$ cat src/rtl/alu_seq.sv
// rtl/alu_seq.sv - handshaked multi-cycle ALU with iterative shift-add multiply and restoring divide
module alu_seq #(
   parameter int N  = 32,
   parameter int CW = $clog2(N) + 1
) (
   input  logic         clk,
   input  logic         rst_n,
   input  logic         in_valid,
   output logic         in_ready,
   input  logic [N-1:0] a,
   input  logic [N-1:0] b,
   input  logic [3:0]   select,
   output logic         out_valid,
   input  logic         out_ready,
   output logic [N-1:0] result,
   output logic [1:0]   flags,
   output logic         div_zero
);

   localparam logic [3:0] OP_MOV = 4'd0;
   localparam logic [3:0] OP_CMP = 4'd1;
   localparam logic [3:0] OP_ADD = 4'd2;
   localparam logic [3:0] OP_SUB = 4'd3;
   localparam logic [3:0] OP_MUL = 4'd4;
   localparam logic [3:0] OP_DIV = 4'd5;
   localparam logic [3:0] OP_XOR = 4'd6;
   localparam logic [3:0] OP_AND = 4'd7;
   localparam logic [3:0] OP_NOT = 4'd8;
   localparam logic [3:0] OP_MOD = 4'd9;

   typedef enum logic [1:0] {IDLE, BUSY, DONE} state_t;

   state_t        state;
   logic [3:0]    op;
   logic [N-1:0]  opa;   // multiplicand (shifts left) or dividend/quotient
   logic [N-1:0]  opb;   // multiplier (shifts right) or divisor
   logic [N-1:0]  acc;   // partial product or partial remainder
   logic [CW-1:0] cnt;

   logic [N-1:0]  diff;
   logic [N-1:0]  quick_res;
   logic [1:0]    quick_flags;
   logic          start_multi;

   always_comb begin
      diff      = a - b;
      quick_res = '0;
      case (select)
         OP_MOV:  quick_res = a;
         OP_ADD:  quick_res = a + b;
         OP_SUB:  quick_res = diff;
         OP_XOR:  quick_res = a ^ b;
         OP_AND:  quick_res = a & b;
         OP_NOT:  quick_res = ~a;
         default: quick_res = '0;
      endcase
      quick_flags = {quick_res[N-1], quick_res == '0};
      if (select == OP_CMP) begin
         quick_flags = {diff[N-1], diff == '0};
      end
      start_multi = (select == OP_MUL) || (select == OP_DIV) || (select == OP_MOD);
   end

   logic [N-1:0] mul_acc;
   logic [N:0]   rem_shift;
   logic         rem_ge;
   logic [N-1:0] rem_nxt;
   logic [N-1:0] quo_nxt;
   logic [N-1:0] fin_res;

   // A zero divisor always "fits", yielding all-ones quotient and remainder = a.
   always_comb begin
      mul_acc   = opb[0] ? acc + opa : acc;
      rem_shift = {acc, opa[N-1]};
      rem_ge    = rem_shift >= {1'b0, opb};
      rem_nxt   = rem_ge ? N'(rem_shift - {1'b0, opb}) : rem_shift[N-1:0];
      quo_nxt   = {opa[N-2:0], rem_ge};
      case (op)
         OP_MUL:  fin_res = mul_acc;
         OP_DIV:  fin_res = quo_nxt;
         default: fin_res = rem_nxt;
      endcase
   end

   always_ff @(posedge clk or negedge rst_n) begin
      if (!rst_n) begin
         state     <= IDLE;
         in_ready  <= 1'b1;
         out_valid <= 1'b0;
         result    <= '0;
         flags     <= '0;
         div_zero  <= 1'b0;
         cnt       <= '0;
         op        <= '0;
         opa       <= '0;
         opb       <= '0;
         acc       <= '0;
      end else begin
         case (state)
            IDLE: begin
               if (in_valid) begin
                  op       <= select;
                  opa      <= a;
                  opb      <= b;
                  acc      <= '0;
                  cnt      <= '0;
                  in_ready <= 1'b0;
                  if (start_multi) begin
                     state <= BUSY;
                  end else begin
                     result    <= quick_res;
                     flags     <= quick_flags;
                     div_zero  <= 1'b0;
                     out_valid <= 1'b1;
                     state     <= DONE;
                  end
               end
            end
            BUSY: begin
               cnt <= cnt + 1'b1;
               if (op == OP_MUL) begin
                  acc <= mul_acc;
                  opa <= opa << 1;
                  opb <= opb >> 1;
               end else begin
                  acc <= rem_nxt;
                  opa <= quo_nxt;
               end
               if (cnt == CW'(N - 1)) begin
                  result    <= fin_res;
                  flags     <= {fin_res[N-1], fin_res == '0};
                  div_zero  <= (op != OP_MUL) && (opb == '0);
                  out_valid <= 1'b1;
                  cnt       <= '0;
                  state     <= DONE;
               end
            end
            DONE: begin
               if (out_ready) begin
                  out_valid <= 1'b0;
                  in_ready  <= 1'b1;
                  state     <= IDLE;
               end
            end
            default: state <= IDLE;
         endcase
      end
   end

endmodule
$ cat config.mk
export PLATFORM = sky130hd
export DESIGN_NAME = alu_seq
export DESIGN_NICKNAME = d
export VERILOG_FILES = /design/src/rtl/alu_seq.sv
export SDC_FILE = /design/constraint.sdc
export NUM_CORES = 1
export LEC_CHECK = 0
export ABC_AREA = 1
export BUFFER_PORTS_ARGS = -buffer_cell sky130_fd_sc_hd__buf_2
export CORE_ASPECT_RATIO = 0.9
export CORE_MARGIN = 3
export CORE_UTILIZATION = 38
export CTS_BUF_LIST = sky130_fd_sc_hd__clkbuf_4 sky130_fd_sc_hd__clkbuf_8
export CTS_CLUSTER_DIAMETER = 40
export DETAILED_ROUTE_END_ITERATION = 8
export PLACE_DENSITY = 0.53
export SETUP_SLACK_MARGIN = 0.4
export SLEW_MARGIN = 40
export SYNTH_ARGS = -nofsm -noshare
export SYNTH_HDL_FRONTEND = slang
export SYNTH_SLANG_ARGS = --single-unit
$ cat constraint.sdc
create_clock -name clk -period 5.5 [get_ports clk]
set_input_delay 0.275 -clock clk [delete_from_list [all_inputs] [get_ports clk]]
set_output_delay 0.275 -clock clk [all_outputs]
set_load 0.02 [all_outputs]
## After elaboration in Yosys (flattened, before gate mapping)

Index checks and enable logic that the tools add are counted.

- Bits in latches: 0
- Memories: 0
- Bits in read-only memories: 0
- Word-level logic and storage cells: 101
- Output and inout bits: 37
- RAM bits: 0
- Input bits: 72
- Register bits: 145

- Divide/modulo/power cells: 0
- Bitwise gates (word level): 3
- Muxes and demuxes: 42
- Add/subtract/negate cells: 5
- Eq/ne operators: 20
- Reduce and logical (&&, ||, !) cells: 19
- Order comparisons: 1
- Shifts and indexed selects: 0
- $mul: 0

Operators with widths:

| operator | number |
|---|---|
| 32-bit two-way mux | 10 |
| 32-bit one-hot mux with 2 select lines | 5 |
| 32-bit one-hot mux with 6 select lines | 1 |
| 32-bit logical NOT | 4 |
| 32-bit adder | 2 |
| 32-bit subtractor | 2 |
| 33-bit by 32-bit greater-or-equal comparator with 1-bit output | 1 |
| 32-bit bitwise AND | 1 |
| 32-bit NOT | 1 |
| 32-bit XOR | 1 |
| 4-bit by 3-bit == test with 1-bit output, second input constant | 6 |
| 2-bit two-way mux | 8 |
| 6-bit two-way mux | 2 |
| 6-bit one-hot mux with 2 select lines | 1 |
| 1-bit two-way mux | 10 |
| 2-bit != test, second input constant | 5 |
| 3-bit AND reduction | 3 |
| 4-bit by 2-bit == test with 1-bit output, second input constant | 2 |
| 4-bit == test, second input constant | 2 |
| 6-bit by 1-bit adder with 6-bit output, second input constant | 1 |
| 6-bit by 5-bit == test with 1-bit output, second input constant | 1 |
| 2-bit one-hot mux with 3 select lines | 1 |
| 5-bit AND reduction | 1 |
| 4-bit by 1-bit == test with 1-bit output, second input constant | 1 |
| other kinds (14) | 18 |

## Longest topological paths before layout

- Depth in word-level cells: 7
- Gate-level depth with buffers: 26

## Least setup slack after synthesis

No wires, ideal clock.

- Kind: register to register
- Start point: reg acc[0]
- End point: reg flags[0]
- Library setup time: 0.071 ns
- Clock period less this slack: 2.514 ns
- Cell stages (with the launch flop): 22
- Path buffers: 0
- Slack: 2.986 ns
- Arrival: 2.443 ns
- Path through: dfrtp_1 ha_1 fa_1 nand2_1 nand3_1 nand3_1 nand2_1 nand2_1 nand2_1 nand2_1 nand2_1 nand2_1 nand3_1 a21oi_1 nand2_1 nor2_1 nand2_1 nor2_1 nand3_1 nor2_1 nor2_1 nor2_1

- Cells in the longest elaborated chain, start to end: 6
- Elaborated cells between the ends (all ways): 9
- Those cells by class: 2 x add/sub; 1 x order compare; 5 x mux; 1 x reduce/logical

Ends and longest elaborated chain:

| element | line | source |
|---|---|---|
| from (decl) | 37 | `logic [N-1:0] acc;` |
| from (signal assigned) | 122 | `acc <= mul_acc;` |
| from (signal assigned) | 126 | `acc <= rem_nxt;` |
| 32-bit adder, or another cell as far along | 73 | `mul_acc = opb[0] ? acc + opa : acc;` |
| 32-bit two-way mux (on tied branches) | 73, 76 |  |
| 32-bit one-hot mux with 2 select lines (*) | 78 | `case (op)` |
| 32-bit logical NOT (*) | 131 | `flags <= {fin_res[N-1], fin_res == '0};` |
| 2-bit two-way mux (*) | 129 | `if (cnt == CW'(N - 1)) begin` |
| 2-bit one-hot mux with 2 select lines (*) | 99 | `case (state)` |
| to (signal assigned) | 112 | `flags <= quick_flags;` |
| to (signal assigned) | 131 |  |
| to (decl) | 16 | `output logic [1:0] flags,` |

Mark *: on every way between the ends. The rest lies on a longest branch, timed or not. The select of a mux whose other input is x is not followed.
A chain may end at the register's enable or synchronous reset.

## Worst setup path in the final report

- Start point: reg acc[15]
- End point: reg flags[0]

The elaborated chain is that of the path after synthesis.

==> results.json <==
{
  "timing.final.max_slew_violations": 0,
  "dp_slack_ns": 1.22,
  "min_period_ns": 4.14,
  "skew_ns": 0.0210,
  "m1WireLength_mm": 40.4,
  "fin_ws_ns": 1.36,
  "clock_sinks": 145,
  "area_growth_pct": 7.79,
  "finalPower_mw": 12.3,
  "grt_pass1_wl_mm": 137,
  "drtIter0Drc": 2462,
  "period_share_pct": 75.3,
  "p_per_area_nw_per_um2": 602,
  "worstMarginPinSlew_ns": 0.792,
  "hpwlAfterDp_mm": 77.5,
  "async_flop_share_pct": 100,
  "rsz0062_at_grt": "no",
  "yosys-top-cells-count": "nand2_1 (1108), inv_1 (525), nor2_1 (370)",
  "cts_tree": "yes",
  "timing.hold.ws_ns": 0.0483,
  "path_clk_slew_ns": 0.10,
  "vias": 22921,
  "grt_max_degree": 93,
  "synth_fp_nets": 3584,
  "vias_per_cell": 5.59,
  "grt_antenna_before_repair": 1,
  "endpoint_kind": "flop",
  "ys_warn_count": 0,
  "crit_arrival_ns": 4.58,
  "max-cap-violations": 0,
  "cts_root_buffer": "clkbuf_8",
  "drtPass1Iterations": 6,
  "first_global_vias": 21355,
  "die_w_um": 242,
  "htreeDepth": 4,
  "core_um2": 49300,
  "rows": 77,
  "synth_top_area_share_pct": 21.9,
  "cts_buffers": 17,
  "insertion_delay_ns": 0.50,
  "drt-total-wl_mm": 93.3,
  "slew_headroom_pct": 47.2,
  "worstPathMaxFanout": 38,
  "synth-seq-cells": 145,
  "die_h_um": 218,
  "met2_length_mm": 42.2,
  "postCtsSetupRepairBufs": 0,
  "status": "finished clean",
  "routed.top_layer": "met4",
  "overflow": 0,
  "synthTopCellsByArea": "nand2_1 (22%), dfrtp_1 (19%), inv_1 (10%)",
  "hold_path_class": "input pin to flop",
  "crit_type": "flop to flop",
  "avgSynthCellArea_um2": 5.63,
  "setup-tns-final_ns": 0,
  "routabilityCongestion": 1.07,
  "yosysSeqAreaShare_pct": 19.1,
  "initial_utilization_pct": 38.5,
  "final_layout_size_suffix_gt1_share_pct": 5.93,
  "timing.fmax_ghz": 0.241,
  "io_buffers": 108,
  "met3RoutedLength_mm": 6.00,
  "ir_drop_uv": 317,
  "min_from": "out_ready",
  "wl_per_cell_um": 22.8,
  "crit_path_start": "acc[15]$_DFFE_PN0P_",
  "setup_viol_count_final": 0,
  "pin_count": 109,
  "synth-edff-count": 0,
  "finalNetCount": 3616,
  "cts_resized": 0,
  "p_leak_nw": 11.2,
  "die_area_um2": 52800,
  "required_ns": 5.93,
  "r2r-start": "acc[15]$_DFFE_PN0P_",
  "post_layout_nonfiller_instances": 4098,
  "ant_nets": 0,
  "drc": 0,
  "yosysMostFrequentCell": "nand2_1",
  "grt_usage_pct": 34.5,
  "hold_viol": 0,
  "synth_cell_types": 51,
  "synth_ff_type": "dfrtp_1",
  "startpoint_type": "flop",
  "cts_buffer_depth": 2,
  "yosys.area.top_type": "nand2_1",
  "netlist_area_um2": 19000,
  "placed_cells": 4063,
  "postSynthCellCount": 3380
}
==> state kept, by name (all words and copies together), names as in the netlist <==
register / flops
flags: 2
div_zero: 1
opb: 32
op: 4
out_valid: 1
result: 32
acc: 32
in_ready: 1
cnt: 6
opa: 32
state: 2
==> cell type report <==
cell class	count	area [um^2]
Fill cell	5618	28800
Clock inverter	15	149
Clock buffer	17	234
Multi-Input combinational cell	2587	12900
Timing Repair Buffer	128	743
Antenna cell	2	5.00
Tap cell	671	840
Sequential cell	145	3630
Inverter	533	2000
==> cell usage in the layout, fill, tap and decap left out, types with 3 or more instances in the layout <==
cell type,instances
inv_2,8
nand4_1,43
nor2_4,3
and2_1,3
buf_2,107
a22oi_1,27
nand3_2,4
o21ai_0,187
inv_6,6
nor4_1,5
o22ai_1,30
o21a_1,5
clkinv_4,5
inv_1,522
clkinvlp_4,3
xor2_1,17
nand2_1,1106
a21oi_2,3
nand3b_1,8
a31oi_1,4
clkbuf_8,17
or2_2,5
xnor2_1,7
nand3_1,303
ha_1,128
a221oi_1,12
nor2_1,364
a211oi_1,7
a32oi_1,3
a21oi_1,141
o211ai_1,80
nor3_1,29
o21ai_1,4
dfrtp_1,144
fa_1,4
buf_4,17
nor2_2,8
o21bai_1,22
nand2_2,8
==> logic make-up after synthesis <==
logic type,synth area share [%]
flip-flops,19.1
AND/OR/NAND/NOR,40.8
AO/OA/AOI/OAI,16.8
adder cells (fa/ha/maj),8.84
XOR/XNOR,1.11
buffers and inverters,13.4
==> metal layers <==
layer  track usage [%]  vias up
met3              3.84      194
met2              56.7      948
met4              16.0        0
li1                  -    10954
met1              45.7    10825
met5                 0        -
==> final timing paths <==
path                            slack [ns]  depth (start not counted)                      to
min in group asynchronous             0.39                          2   result[4]$_DFFE_PN0P_
worst min-delay path                  0.05                          4    state[1]$_DFFE_PN0P_
max in group asynchronous             3.81                          3  result[29]$_DFFE_PN0P_
worst min register to register        0.49                          2   result[5]$_DFFE_PN0P_
worst max-delay path                  1.36                         20    flags[0]$_DFFE_PN0P_
worst max register to register        1.36                         20    flags[0]$_DFFE_PN0P_
==> critical path, stage by stage, from the launching register on <==
cell	delay [ns]
dfrtp_1	0.49
ha_1	0.43
nand2_1	0.15
inv_1	0.07
a21oi_2	0.21
nand2_1	0.08
nand2_1	0.11
nand3_2	0.10
nand2_2	0.53
nand2_4	0.50
nand2_1	0.16
nand2_1	0.08
nand2_1	0.06
nand2_1	0.15
nor2_1	0.13
nand2_1	0.08
nor2_1	0.33
nand3_1	0.13
nor2_1	0.13
nor2_1	0.06
nor2_1	0.07
==> where the power goes <==
| part | total [mW] | internal, mW | switching (mW) |
|---|---|---|---|
| Sequential | 2.13 | 1.54 | 0.592 |
| Combinational | 9.34 | 2.56 | 6.79 |
| Clock | 0.865 | 0.368 | 0.496 |
==> stage by stage <==
step                util [%]  cell area (um^2)
finish                  41.6             20500
global route            41.5             20500
CTS                     41.5             20500
detailed placement      40.7             20100
global placement        40.6             20000
floorplan                  -             19000
==> what timing repair did <==
action,4_1_cts,5_1_grt
hold buffers,1,0
endpoints found under the setup margin,0,0
endpoints found under the hold margin,91,0
(Power assumes the default switching activity.)
